==> src/rtl/seven_seg_scanner.sv <==
// Time-multiplexed driver for a 4-digit common-anode 7-segment display.
// Active-low anodes/segments, with a blanking gap before each digit slot.
module seven_seg_scanner #(
    parameter int DWELL_CYCLES = 50000,
    parameter int BLANK_CYCLES = 4
) (
    input  logic        clk,
    input  logic        reset,
    input  logic        load,
    input  logic [15:0] value,
    input  logic [3:0]  digit_en,
    input  logic [3:0]  dp_in,
    output logic [3:0]  an,
    output logic [6:0]  seg,
    output logic        dp
);

    localparam int MAX_CYCLES = (DWELL_CYCLES > BLANK_CYCLES) ? DWELL_CYCLES : BLANK_CYCLES;
    localparam int CW         = $clog2(MAX_CYCLES + 1);

    typedef enum logic {
        ST_BLANK = 1'b0,
        ST_SHOW  = 1'b1
    } state_t;

    state_t         state_q, state_d;
    logic [CW-1:0]  cnt_q, cnt_d;
    logic [1:0]     idx_q, idx_d;
    logic [15:0]    shadow_q, shadow_d;
    logic [15:0]    disp_q, disp_d;
    logic [3:0]     an_q, an_d;
    logic [6:0]     seg_q, seg_d;
    logic           dp_q, dp_d;
    logic [3:0]     nib;

    function automatic logic [6:0] hexdec(input logic [3:0] h);
        case (h)
            4'h0: hexdec = 7'b1000000;
            4'h1: hexdec = 7'b1111001;
            4'h2: hexdec = 7'b0100100;
            4'h3: hexdec = 7'b0110000;
            4'h4: hexdec = 7'b0011001;
            4'h5: hexdec = 7'b0010010;
            4'h6: hexdec = 7'b0000010;
            4'h7: hexdec = 7'b1111000;
            4'h8: hexdec = 7'b0000000;
            4'h9: hexdec = 7'b0010000;
            4'hA: hexdec = 7'b0001000;
            4'hB: hexdec = 7'b0000011;
            4'hC: hexdec = 7'b1000110;
            4'hD: hexdec = 7'b0100001;
            4'hE: hexdec = 7'b0000110;
            default: hexdec = 7'b0001110;
        endcase
    endfunction

    always_comb begin
        state_d  = state_q;
        cnt_d    = cnt_q + CW'(1);
        idx_d    = idx_q;
        shadow_d = load ? value : shadow_q;
        disp_d   = disp_q;
        an_d     = an_q;
        seg_d    = seg_q;
        dp_d     = dp_q;
        nib      = 4'h0;

        case (state_q)
            ST_BLANK: begin
                if (cnt_q == CW'(BLANK_CYCLES - 1)) begin
                    state_d = ST_SHOW;
                    cnt_d   = '0;
                    // Frame boundary: a load on this very edge bypasses the shadow
                    if (idx_q == 2'd0) begin
                        disp_d = load ? value : shadow_q;
                    end
                    case (idx_q)
                        2'd0:    nib = disp_d[3:0];
                        2'd1:    nib = disp_d[7:4];
                        2'd2:    nib = disp_d[11:8];
                        default: nib = disp_d[15:12];
                    endcase
                    if (digit_en[idx_q]) begin
                        an_d  = ~(4'b0001 << idx_q);
                        seg_d = hexdec(nib);
                        dp_d  = ~dp_in[idx_q];
                    end else begin
                        an_d  = 4'b1111;
                        seg_d = 7'h7F;
                        dp_d  = 1'b1;
                    end
                end
            end
            default: begin
                if (cnt_q == CW'(DWELL_CYCLES - 1)) begin
                    state_d = ST_BLANK;
                    cnt_d   = '0;
                    idx_d   = idx_q + 2'd1;
                    an_d    = 4'b1111;
                    seg_d   = 7'h7F;
                    dp_d    = 1'b1;
                end
            end
        endcase
    end

    always_ff @(posedge clk) begin
        if (reset) begin
            state_q  <= ST_BLANK;
            cnt_q    <= '0;
            idx_q    <= 2'd0;
            shadow_q <= 16'h0000;
            disp_q   <= 16'h0000;
            an_q     <= 4'b1111;
            seg_q    <= 7'h7F;
            dp_q     <= 1'b1;
        end else begin
            state_q  <= state_d;
            cnt_q    <= cnt_d;
            idx_q    <= idx_d;
            shadow_q <= shadow_d;
            disp_q   <= disp_d;
            an_q     <= an_d;
            seg_q    <= seg_d;
            dp_q     <= dp_d;
        end
    end

    assign an  = an_q;
    assign seg = seg_q;
    assign dp  = dp_q;

endmodule

==> config.mk <==
export PLATFORM = sky130hd
export DESIGN_NAME = seven_seg_scanner
export DESIGN_NICKNAME = d
export VERILOG_FILES = /design/src/rtl/seven_seg_scanner.sv
export SDC_FILE = /design/constraint.sdc
export NUM_CORES = 1
export LEC_CHECK = 0
export CORE_ASPECT_RATIO = 0.75
export CORE_MARGIN = 10
export CORE_UTILIZATION = 50
export CTS_CLUSTER_SIZE = 25
export DETAILED_ROUTE_END_ITERATION = 7
export PLACE_DENSITY = 0.74
export SKIP_LAST_GASP = 1
export SLEW_MARGIN = 0
export SYNTH_ARGS = -nofsm -noshare
export SYNTH_HDL_FRONTEND = slang
export SYNTH_SLANG_ARGS = --single-unit
==> constraint.sdc <==
create_clock -name clk -period 7.85 [get_ports clk]
set_clock_uncertainty 0.1 [all_clocks]
set_input_delay 1.57 -clock clk [delete_from_list [all_inputs] [get_ports clk]]
set_output_delay 1.57 -clock clk [all_outputs]
set_load 0.02 [all_outputs]
==> metrics.yaml, run 1 <==
rsz0062_at_grt: "no"
ys.flop_type: "dfxtp_1"
power.switching_w: 0.000156
final_cells: 411
finalSetupViolCount: 0
port_buffers: 38
drc_errors: 0
die_x_um: 106
ant_nets: 0
synth_area_leader_cell: "dfxtp_1"
fill_cells: 472
cp-start-kind: "input port"
cts-root-buf: "clkbuf_8"
synth_area_leaders: "dfxtp_1 43%, mux2i_1 8.0%, nor2_1 7.2%, ha_1 5.0%, a21oi_1 4.5%"
ioPinCount: 39
slowest_stage: "clkdlybuf4s50_1"
tritoncts: "done"
met2WireLength_mm: 2.56
power_switching_share: 0.250
die-area_um2: 8950
r2r_setup_slack_ns: 4.74
drv_slew: 0
tns_ns: 0
cp_max_fo: 16
crit_arrival_ns: 4.65
grt_remaining_overflow: 0
pwr-share-clk: 0.368
timing_hold_violations_final: 0
cts_hold_buffers: 0
power_density_nw_per_um2: 188
die_h_um: 84.4
insertedDiodeCount: 0
row_count: 23
dpl.cell_count: 396
pre_cts_slack_ns: 3.01
cts_buffers: 9
antenna_found_initial: 0
wl_per_cell_um: 14.8
ir_worst_vdd_mv: 0.110
yosysSeqAreaShare: 0.427
syn_nets: 336
finalWirelength_mm: 6.09
core_um2: 5350
fmax_ghz: 0.222
slowest_delay_ns: 1.08
finalPower_w: 0.000626
clockBufferDepth: 2
ys_ff_latch: 59
area_delta_synth_final_pct: 20.6
yosysWarningCount: 0
met3_length_um: 489
hold_path_class: "flop to flop"
firstDrtPassIters: 4
hpwl_mm: 4.39
nets: 370
syn_avg_cell_area_um2: 9.29
grt_max_degree: 35
worst_slew_pin_slew_ns: 0.979
synth_cell_type_count: 43
critPathBufInv: 2
met1_length_mm: 2.96
min_period_ns: 4.51
cts.clk_slew.worst_paths_ns: 0.06
start_util: 0.517
power.internal_w: 0.000470
topRoutingLayerUsed: "met4"
cp-end-kind: "flop"
cts-resized-gates: 0
path_cells: "clkdlybuf4s50_1, mux2i_1, a21oi_1, a21o_1, o22ai_1, inv_1, ha_1, mux2i_1, o221ai_1, o21a_1"
drt_iter0_markers: 126
gp_congestion: 0.838
syn_inst: 298
crit_type: "input port to flop"
yosysTopAreaCellShare: 0.427
timing.critical_path.max_delay_family: "buffers and inverters"
period_share: 0.575
cts_num_sinks: 59
cts_setup_buffers: 0
relSlewSlack: 0.347
synth.most_common_cell: "dfxtp_1"
netlist_area_um2: 2770
outcome: "finished clean"
async_flop_share: 0
synth_enable_flop_cells: 0
grt_pass1_wl_mm: 10.6
synthTopCellsByCount: "59 x dfxtp_1, 53 x nor2_1, 25 x a21oi_1"
critical_path_required_ns: 7.98
grt_pass1_vias: 2165
worst_slack_ns: 3.34
leakagePower_nw: 1.29
p_seq_frac: 0.508
cts.htree.levels: 3
grtUsageTotal: 0.145
max_cap_violations: 0
drive_above_1_share: 0.0952
vias: 2190
viasPerCell: 5.33
clock_latency_ns: 0.34
power_frac_comb: 0.124
crit_top_cell: "mux2i_1"
[worst register-to-register path, cell delays in order, from the launching register on]
cell and delay [ns]:
dfxtp_1 0.51, inv_1 0.12, ha_1 0.50, inv_1 0.18, o21ai_0 0.12, a21o_1 0.17, o22ai_1 0.42, inv_1 0.16
ha_1 0.27, mux2i_1 0.15, o221ai_1 0.15, o21a_1 0.15
[cells in the final DEF, fill, tap and decap left out, drive strengths merged, types with 2 or more instances in the layout]
cell type	synthesis	routed
clkinv	1	4
a211oi	10	10
xor2	5	5
mux4	2	2
a21oi	25	25
or4b	2	2
nor2	53	53
xnor2	7	7
clkbuf	7	12
ha	11	11
o22a	2	2
dfxtp	59	59
o21ai	13	13
o32ai	4	4
nor2b	3	3
o32a	2	2
nand2	9	9
and2	4	4
mux2	5	5
nand3	8	8
or3	4	4
and3	7	7
nor3	5	5
inv	7	7
clkdlybuf4s50	0	38
mux2i	22	22
a21o	2	2
[per-stage QoR]
stage	hold slack [ns]	util	area (um^2)
finish	0.349	0.624	3340
detailed placement	0.343	0.594	3180
CTS	0.355	0.624	3340
global placement	0.336	0.594	3180
global route	0.380	0.624	3340
floorplan	0.313	-	2770
[per-layer routing]
metal  vias to the layer above  GRT usage
li1                       1115          -
met4                         0     0.0515
met1                      1006      0.190
met2                        62      0.202
met3                         7     0.0679
met5                         -          0
[logic make-up (layout without fill, tap and decap cells)]
family,count (synthesis),in the layout,share of synthesized area
AO/OA/AOI/OAI,64,64,0.149
XOR/XNOR,12,12,0.0380
adder cells (fa/ha/maj),11,11,0.0497
buffers and inverters,24,62,0.0366
flip-flops,59,59,0.427
multiplexers,29,29,0.117
AND/OR/NAND/NOR,99,99,0.183
[sequential cells by signal (all words and copies together) (netlist names)]
signal	cells
seg	7
idx_q	2
shadow_q	16
dp	1
cnt_q	16
state_q	1
an	4
disp_q	12
[path summary, 6_finish.rpt]
check | cells past startpoint | from | endpoint
setup reg to reg | 11 | idx_q[0] | seg[5]
hold reg to reg | 1 | cnt_q[0] | cnt_q[0]
hold / removal | 1 | cnt_q[0] | cnt_q[0]
setup / recovery | 10 | load | seg[5]
[power groups by stage]
stage	logic [W]	clock network [W]	registers (W)
5_1_grt	0.0000865	0.000254	0.000320
3_5_place_dp	0.0000775	0	0.000325
3_3_place_gp	0.0000763	0	0.000324
4_1_cts	0.0000781	0.000238	0.000318
6_report	0.0000780	0.000230	0.000318
2_1_floorplan	0.0000507	0	0.000325
[layout make-up]
cell class	instances	area, um^2	area share
clock buffer	12	145	0.0435
clock inverter	3	15.0	0.00450
inverter	8	30.0	0.00899
multi-input combinational	215	1490	0.445
sequential	59	1180	0.354
tap	75	93.8	0.0281
timing repair buffer	39	388	0.116
Power figures use the tool's default switching activity.
==> run 2: changes to the inputs <==
CORE_UTILIZATION = 49   (was 50)
PLACE_DENSITY = 0.76   (was 0.74)
clock period = 4 ns   (was 7.85 ns; I/O delays follow)
==> run 2 against run 1 <==
Largest power group unchanged. Sequential cell count is the same. Critical endpoint is now seg[0]. Clock power up 150%. Hold slack got worse by 0.0051 ns. Register-to-register slack got worse by 3.8 ns.
==> metrics.yaml, run 2 (synthesis gave the netlist of run 1 again) <==
drt_iter0_markers: 142  # was 126
cts-root-buf: "clkbuf_8"  # unchanged
hp-start: "cnt_q[0]"  # unchanged
slowest_stage: "clkdlybuf4s50_1"  # unchanged
finalWirelength_mm: 6.38  # was 6.09 mm
cts_buffers: 9  # unchanged
r2r_setup_slack_ns: 0.97  # was 4.74 ns
grt_max_degree: 29  # was 35
power_frac_comb: 0.118  # was 0.124
postLayoutCoreUtil: 0.634  # was 0.624
antenna_found_initial: 0  # unchanged
drive_above_1_share: 0.111  # was 0.0952
finalSetupViolCount: 0  # unchanged
viasPerCell: 5.38  # was 5.33
cp-start-kind: "input port"  # unchanged
timing_hold_violations_final: 0  # unchanged
cts.htree.levels: 3  # unchanged
layout_commonest_cell: "dfxtp_1"  # unchanged
hpwl_mm: 4.65  # was 4.39 mm
grt_pass1_wl_mm: 10.9  # was 10.6 mm
critPathBufInv: 2  # unchanged
rr_endpoint: "seg[3]"  # was seg[5]
gp_congestion: 0.859  # was 0.838
rr_startpoint: "idx_q[0]"  # unchanged
nets: 375  # was 370
ir_worst_vdd_mv: 0.294  # was 0.110 mV
p_seq_frac: 0.461  # was 0.508
hold_path_class: "flop to flop"  # unchanged
crit_top_cell: "mux2i_1"  # unchanged
rsz0062_at_grt: "no"  # unchanged
die-area_um2: 9090  # was 8950 um^2
power_switching_share: 0.230  # was 0.250
die_h_um: 85.1  # was 84.4 um
power_density_nw_per_um2: 395  # was 188 nW/um^2
reg.largest.list: "cnt_q (16), shadow_q (16), disp_q (12)"  # unchanged
die_x_um: 107  # was 106 um
ant_nets: 0  # unchanged
fmax_ghz: 0.301
outcome: "finished clean"  # unchanged
crit_arrival_ns: 3.45  # was 4.65 ns
insertedDiodeCount: 0  # unchanged
worstHoldPathCells: 1  # unchanged
cp-end-kind: "flop"  # unchanged
port_buffers: 38  # unchanged
relSlewSlack: 0.353  # was 0.347
worst_slew_pin_slew_ns: 0.970  # was 0.979 ns
cts_hold_buffers: 0  # unchanged
clock_latency_ns: 0.34  # about the same
vias: 2237  # was 2190
area_delta_synth_final_pct: 23.9  # was 20.6%
core_um2: 5410  # was 5350 um^2
timing.critical_path.max_delay_family: "buffers and inverters"  # unchanged
cts-resized-gates: 0  # unchanged
reg2regPathDepth: 10  # was 11
cts_setup_buffers: 0  # unchanged
firstDrtPassIters: 4  # unchanged
drv_slew: 0  # unchanged
max_cap_violations: 0  # unchanged
cts_num_sinks: 59  # unchanged
tns_ns: 0  # unchanged
critical_path_required_ns: 4.13  # was 7.98 ns
period_share: 0.830
holdPathEnd: "cnt_q[0]"  # unchanged
ioPinCount: 39  # unchanged
power.internal_w: 0.00104  # was 0.000470 W
min_period_ns: 3.32
row_count: 23  # unchanged
clockBufferDepth: 2  # unchanged
cp_max_fo: 8  # was 16
pwr-share-clk: 0.421  # was 0.368
path_cells: "clkdlybuf4s50_1, buf_4, mux2_2, a21o_1, o32ai_2, mux2i_1, mux2i_1, o22a_2"  # was clkdlybuf4s50_1, mux2i_1, a21oi_1, a21o_1, o22ai_1, inv_1, ha_1, mux2i_1, o221ai_1, o21a_1
power.switching_w: 0.000312  # was 0.000156 W
fill_cells: 489  # was 472
cts.clk_slew.worst_paths_ns: 0.06  # about the same
slowest_delay_ns: 0.74  # was 1.08 ns
leakagePower_nw: 1.34  # was 1.29 nW
start_util: 0.512  # was 0.517
wl_per_cell_um: 15.3  # was 14.8 um
finalPower_w: 0.00136  # was 0.000626 W
grt_remaining_overflow: 0  # unchanged
tritoncts: "done"  # unchanged
drc_errors: 0  # unchanged
final_cell_mix: "59 x dfxtp_1, 53 x nor2_1, 38 x clkdlybuf4s50_1"  # unchanged
grtUsageTotal: 0.146  # was 0.145
crit_type: "input port to flop"  # unchanged
grt_pass1_vias: 2226  # was 2165
[run 2: cell types whose count changed in the layout (fill, tap and decap cells not counted)]
cell	delta
buf_4	+5
bufinv_16	+1
clkbuf_1	-1
clkbuf_8	+3
clkinv_2	-3
[run 2: worst max path at each step]
stage,from,to,slack (ns),cells after the start
6_report,load,seg[0],0.68,8
5_1_grt,load,seg[3],0.51,9
4_1_cts,load,seg[0],0.76,8
3_5_place_dp,load,seg[0],0.43,8
3_3_place_gp,load,seg[1],0.48,10
2_1_floorplan,load,seg[3],0.89,11
[run 2: layout make-up]
| class | instances | area (um^2) | share of cell area |
|---|---|---|---|
| Multi-Input combinational cell | 215 | 1490 | 0.433 |
| Sequential cell | 59 | 1180 | 0.344 |
| Timing Repair Buffer | 44 | 425 | 0.124 |
| Clock buffer | 14 | 183 | 0.0533 |
| Tap cell | 75 | 93.8 | 0.0274 |
| Clock inverter | 1 | 30.0 | 0.00876 |
| Inverter | 8 | 30.0 | 0.00876 |
[run 2: power groups by stage]
| stage | registers [W] | logic (W) | clock network [W] |
|---|---|---|---|
| finish | 0.000625 | 0.000160 | 0.000571 |
| global route | 0.000627 | 0.000176 | 0.000606 |
| CTS | 0.000625 | 0.000159 | 0.000582 |
| detailed placement | 0.000638 | 0.000158 | 0 |
| global placement | 0.000636 | 0.000155 | 0 |
| floorplan | 0.000638 | 0.0000995 | 0 |
[run 2: through the flow]
stage	instance area, um^2	std cells	hold WS, ns	setup WS (ns)
global route	3430	416	0.386	0.515
floorplan	2770	298	0.313	0.894
CTS	3430	416	0.352	0.758
detailed placement	3220	401	0.343	0.428
finish	3430	416	0.344	0.682
global placement	3220	401	0.326	0.480
[run 2: per-layer routing]
layer	vias to the layer above	share of wire	global-route usage
li1	1126	-	-
met1	1041	0.47	0.184
met2	57	0.45	0.224
met3	13	0.061	0.0529
met4	0	0.016	0.0552
met5	-	0	0
==> run 3: changes to the inputs <==
clock period = 2.75 ns   (was 4 ns; I/O delays follow)
==> run 3 against run 2 <==
Count of clock-buffer cells in the layout shrank 1. First-iteration DRC count shrank 47%. Utilization grew 4.9 points. Hold slack gained 0.0023 ns. Global-route usage is essentially flat. Sequential share of layout area shrank 2.5 points. Non-clock buffer count grew 32. Register-to-register slack lost 0.78 ns. Sequential power grew 46%. Final area grew 7.7%. Critical path depth shrank 1. Power grew 40%.
==> metrics.yaml, run 3 (synthesis gave the netlist of run 1 again) <==
outcome: "finished clean"  # unchanged
clockBufferDepth: 2  # unchanged
power_density_nw_per_um2: 515  # was 395 nW/um^2
die_x_um: 107  # unchanged
crit_arrival_ns: 2.68  # was 3.45 ns
dpl.cell_count: 432  # was 401
worst_slew_pin_slew_ns: 0.494  # was 0.970 ns
path_cells: "ha_1, or4b_1, nor3_1, nand3_2, or4b_4, o32ai_1, a31oi_1"  # was clkdlybuf4s50_1, buf_4, mux2_2, a21o_1, o32ai_2, mux2i_1, mux2i_1, o22a_2
drc_errors: 0  # unchanged
drv_slew: 0  # unchanged
rsz0062_at_grt: "no"  # unchanged
ir_worst_vdd_mv: 0.324  # was 0.294 mV
port_buffers: 38  # unchanged
cts_buffers: 9  # unchanged
hpwl_mm: 4.96  # was 4.65 mm
cp-end-kind: "flop"  # unchanged
cts-root-buf: "clkbuf_8"  # unchanged
timing_hold_violations_final: 0  # unchanged
reg2regPathDepth: 7  # was 10
firstDrtPassIters: 4  # unchanged
rr_startpoint: "cnt_q[0]"  # was idx_q[0]
core_um2: 5410  # unchanged
drive_above_1_share: 0.204  # was 0.111
r2r_setup_slack_ns: 0.19  # was 0.97 ns
die-area_um2: 9090  # unchanged
antenna_found_initial: 0  # unchanged
cp-start-kind: "flop"  # was input port
max_cap_violations: 0  # unchanged
min_period_ns: 2.56
ant_nets: 0  # unchanged
finalSetupViolCount: 0  # unchanged
cts.clk_slew.worst_paths_ns: 0.06  # about the same
grt_max_degree: 31  # was 29
hold_path_class: "flop to flop"  # unchanged
vias: 2350  # was 2237
final_cell_mix: "59 x dfxtp_1, 53 x nor2_1, 37 x clkdlybuf4s50_1"  # was 59 x dfxtp_1, 53 x nor2_1, 38 x clkdlybuf4s50_1
cts_num_sinks: 59  # unchanged
layout_commonest_cell: "dfxtp_1"  # unchanged
row_count: 23  # unchanged
slowest_delay_ns: 0.54  # was 0.74 ns
cp_max_fo: 4  # was 8
grt_pass1_wl_mm: 10.7  # was 10.9 mm
gp_congestion: 0.855  # was 0.859
startpoint: "cnt_q[0]"  # was load
critPathBufInv: 0  # was 2
wl_per_cell_um: 14.6  # was 15.3 um
reg.largest.list: "cnt_q (16), shadow_q (16), disp_q (12)"  # unchanged
relSlewSlack: 0.669  # was 0.353
grtUsageTotal: 0.147  # was 0.146
crit_type: "flop to flop"  # was input port to flop
clock_latency_ns: 0.34  # about the same
final_cells: 448  # was 416
critical_path_required_ns: 2.87  # was 4.13 ns
endpoint: "seg[4]"  # was seg[0]
grt_remaining_overflow: 0  # unchanged
viasPerCell: 5.25  # was 5.38
grt_pass1_vias: 2318  # was 2226
path_depth: 7  # was 8
fmax_ghz: 0.391
cts.htree.levels: 3  # unchanged
hold_slack_ns: 0.347  # was 0.344 ns
die_h_um: 85.1  # unchanged
start_util: 0.512  # unchanged
finalWirelength_mm: 6.54  # was 6.38 mm
timing.critical_path.max_delay_family: "simple AND/OR/NAND/NOR gates"  # was buffers and inverters
tritoncts: "done"  # unchanged
insertedDiodeCount: 0  # unchanged
ioPinCount: 39  # unchanged
area_delta_synth_final_pct: 33.4  # was 23.9%
nets: 407  # was 375
period_share: 0.931
slowest_stage: "or4b_4"  # was clkdlybuf4s50_1
rr_endpoint: "seg[4]"  # was seg[3]
leakagePower_nw: 1.49  # was 1.34 nW
drt_iter0_markers: 75  # was 142
## run 3: final cells by class
class | instances | area (um^2)
Sequential cell | 59 | 1180
Inverter | 8 | 30.0
Timing Repair Buffer | 76 | 688
Clock inverter | 2 | 10.0
Tap cell | 75 | 93.8
Clock buffer | 13 | 169
Fill cell | 449 | 1720
Multi-Input combinational cell | 215 | 1520
## run 3: how the worst min path moves through the flow
stage                         from        to  cells after the start
after floorplan           cnt_q[0]  cnt_q[0]                      1
after global placement    cnt_q[0]  cnt_q[0]                      1
after detailed placement  cnt_q[0]  cnt_q[0]                      1
after CTS                 cnt_q[0]  cnt_q[0]                      1
after global routing        seg[5]    seg[5]                      1
final                     cnt_q[0]  cnt_q[0]                      1
## run 3: routing by layer
metal,routed length (um),GRT usage,vias to the layer above
met2,2980,0.233,57
li1,-,-,1188
met5,0,0,-
met1,3050,0.177,1091
met4,93,0.0442,0
met3,424,0.0627,14
## run 3: report_power, final
part | total [W] | switching, W | leakage, nW | internal (W)
combinational | 0.000285 | 0.000129 | 0.914 | 0.000156
clock | 0.000706 | 0.000314 | 0.0953 | 0.000393
sequential | 0.000910 | 0.0000178 | 0.480 | 0.000892
total | 0.00190 | 0.000461 | 1.49 | 0.00144
## run 3: repair_timing
item                                    CTS  global route
hold buffers                              0             0
setup buffers                             0             1
endpoints found under the setup margin    0             6
hold endpoints to repair                  0             0
gates resized for setup                   0            10
## run 3: stage by stage
step | setup slack (ns) | TNS [ns] | total power (W) | util | instance area [um^2]
after global placement | -0.241 | -1.21 | 0.00119 | 0.641 | 3470
after CTS | 0.0553 | 0 | 0.00191 | 0.674 | 3650
after floorplan | 0.0109 | 0 | 0.00107 | - | 2780
after global routing | 0.00977 | 0 | 0.00199 | 0.683 | 3690
final | 0.189 | 0 | 0.00190 | 0.683 | 3690
after detailed placement | -0.300 | -1.63 | 0.00120 | 0.641 | 3470
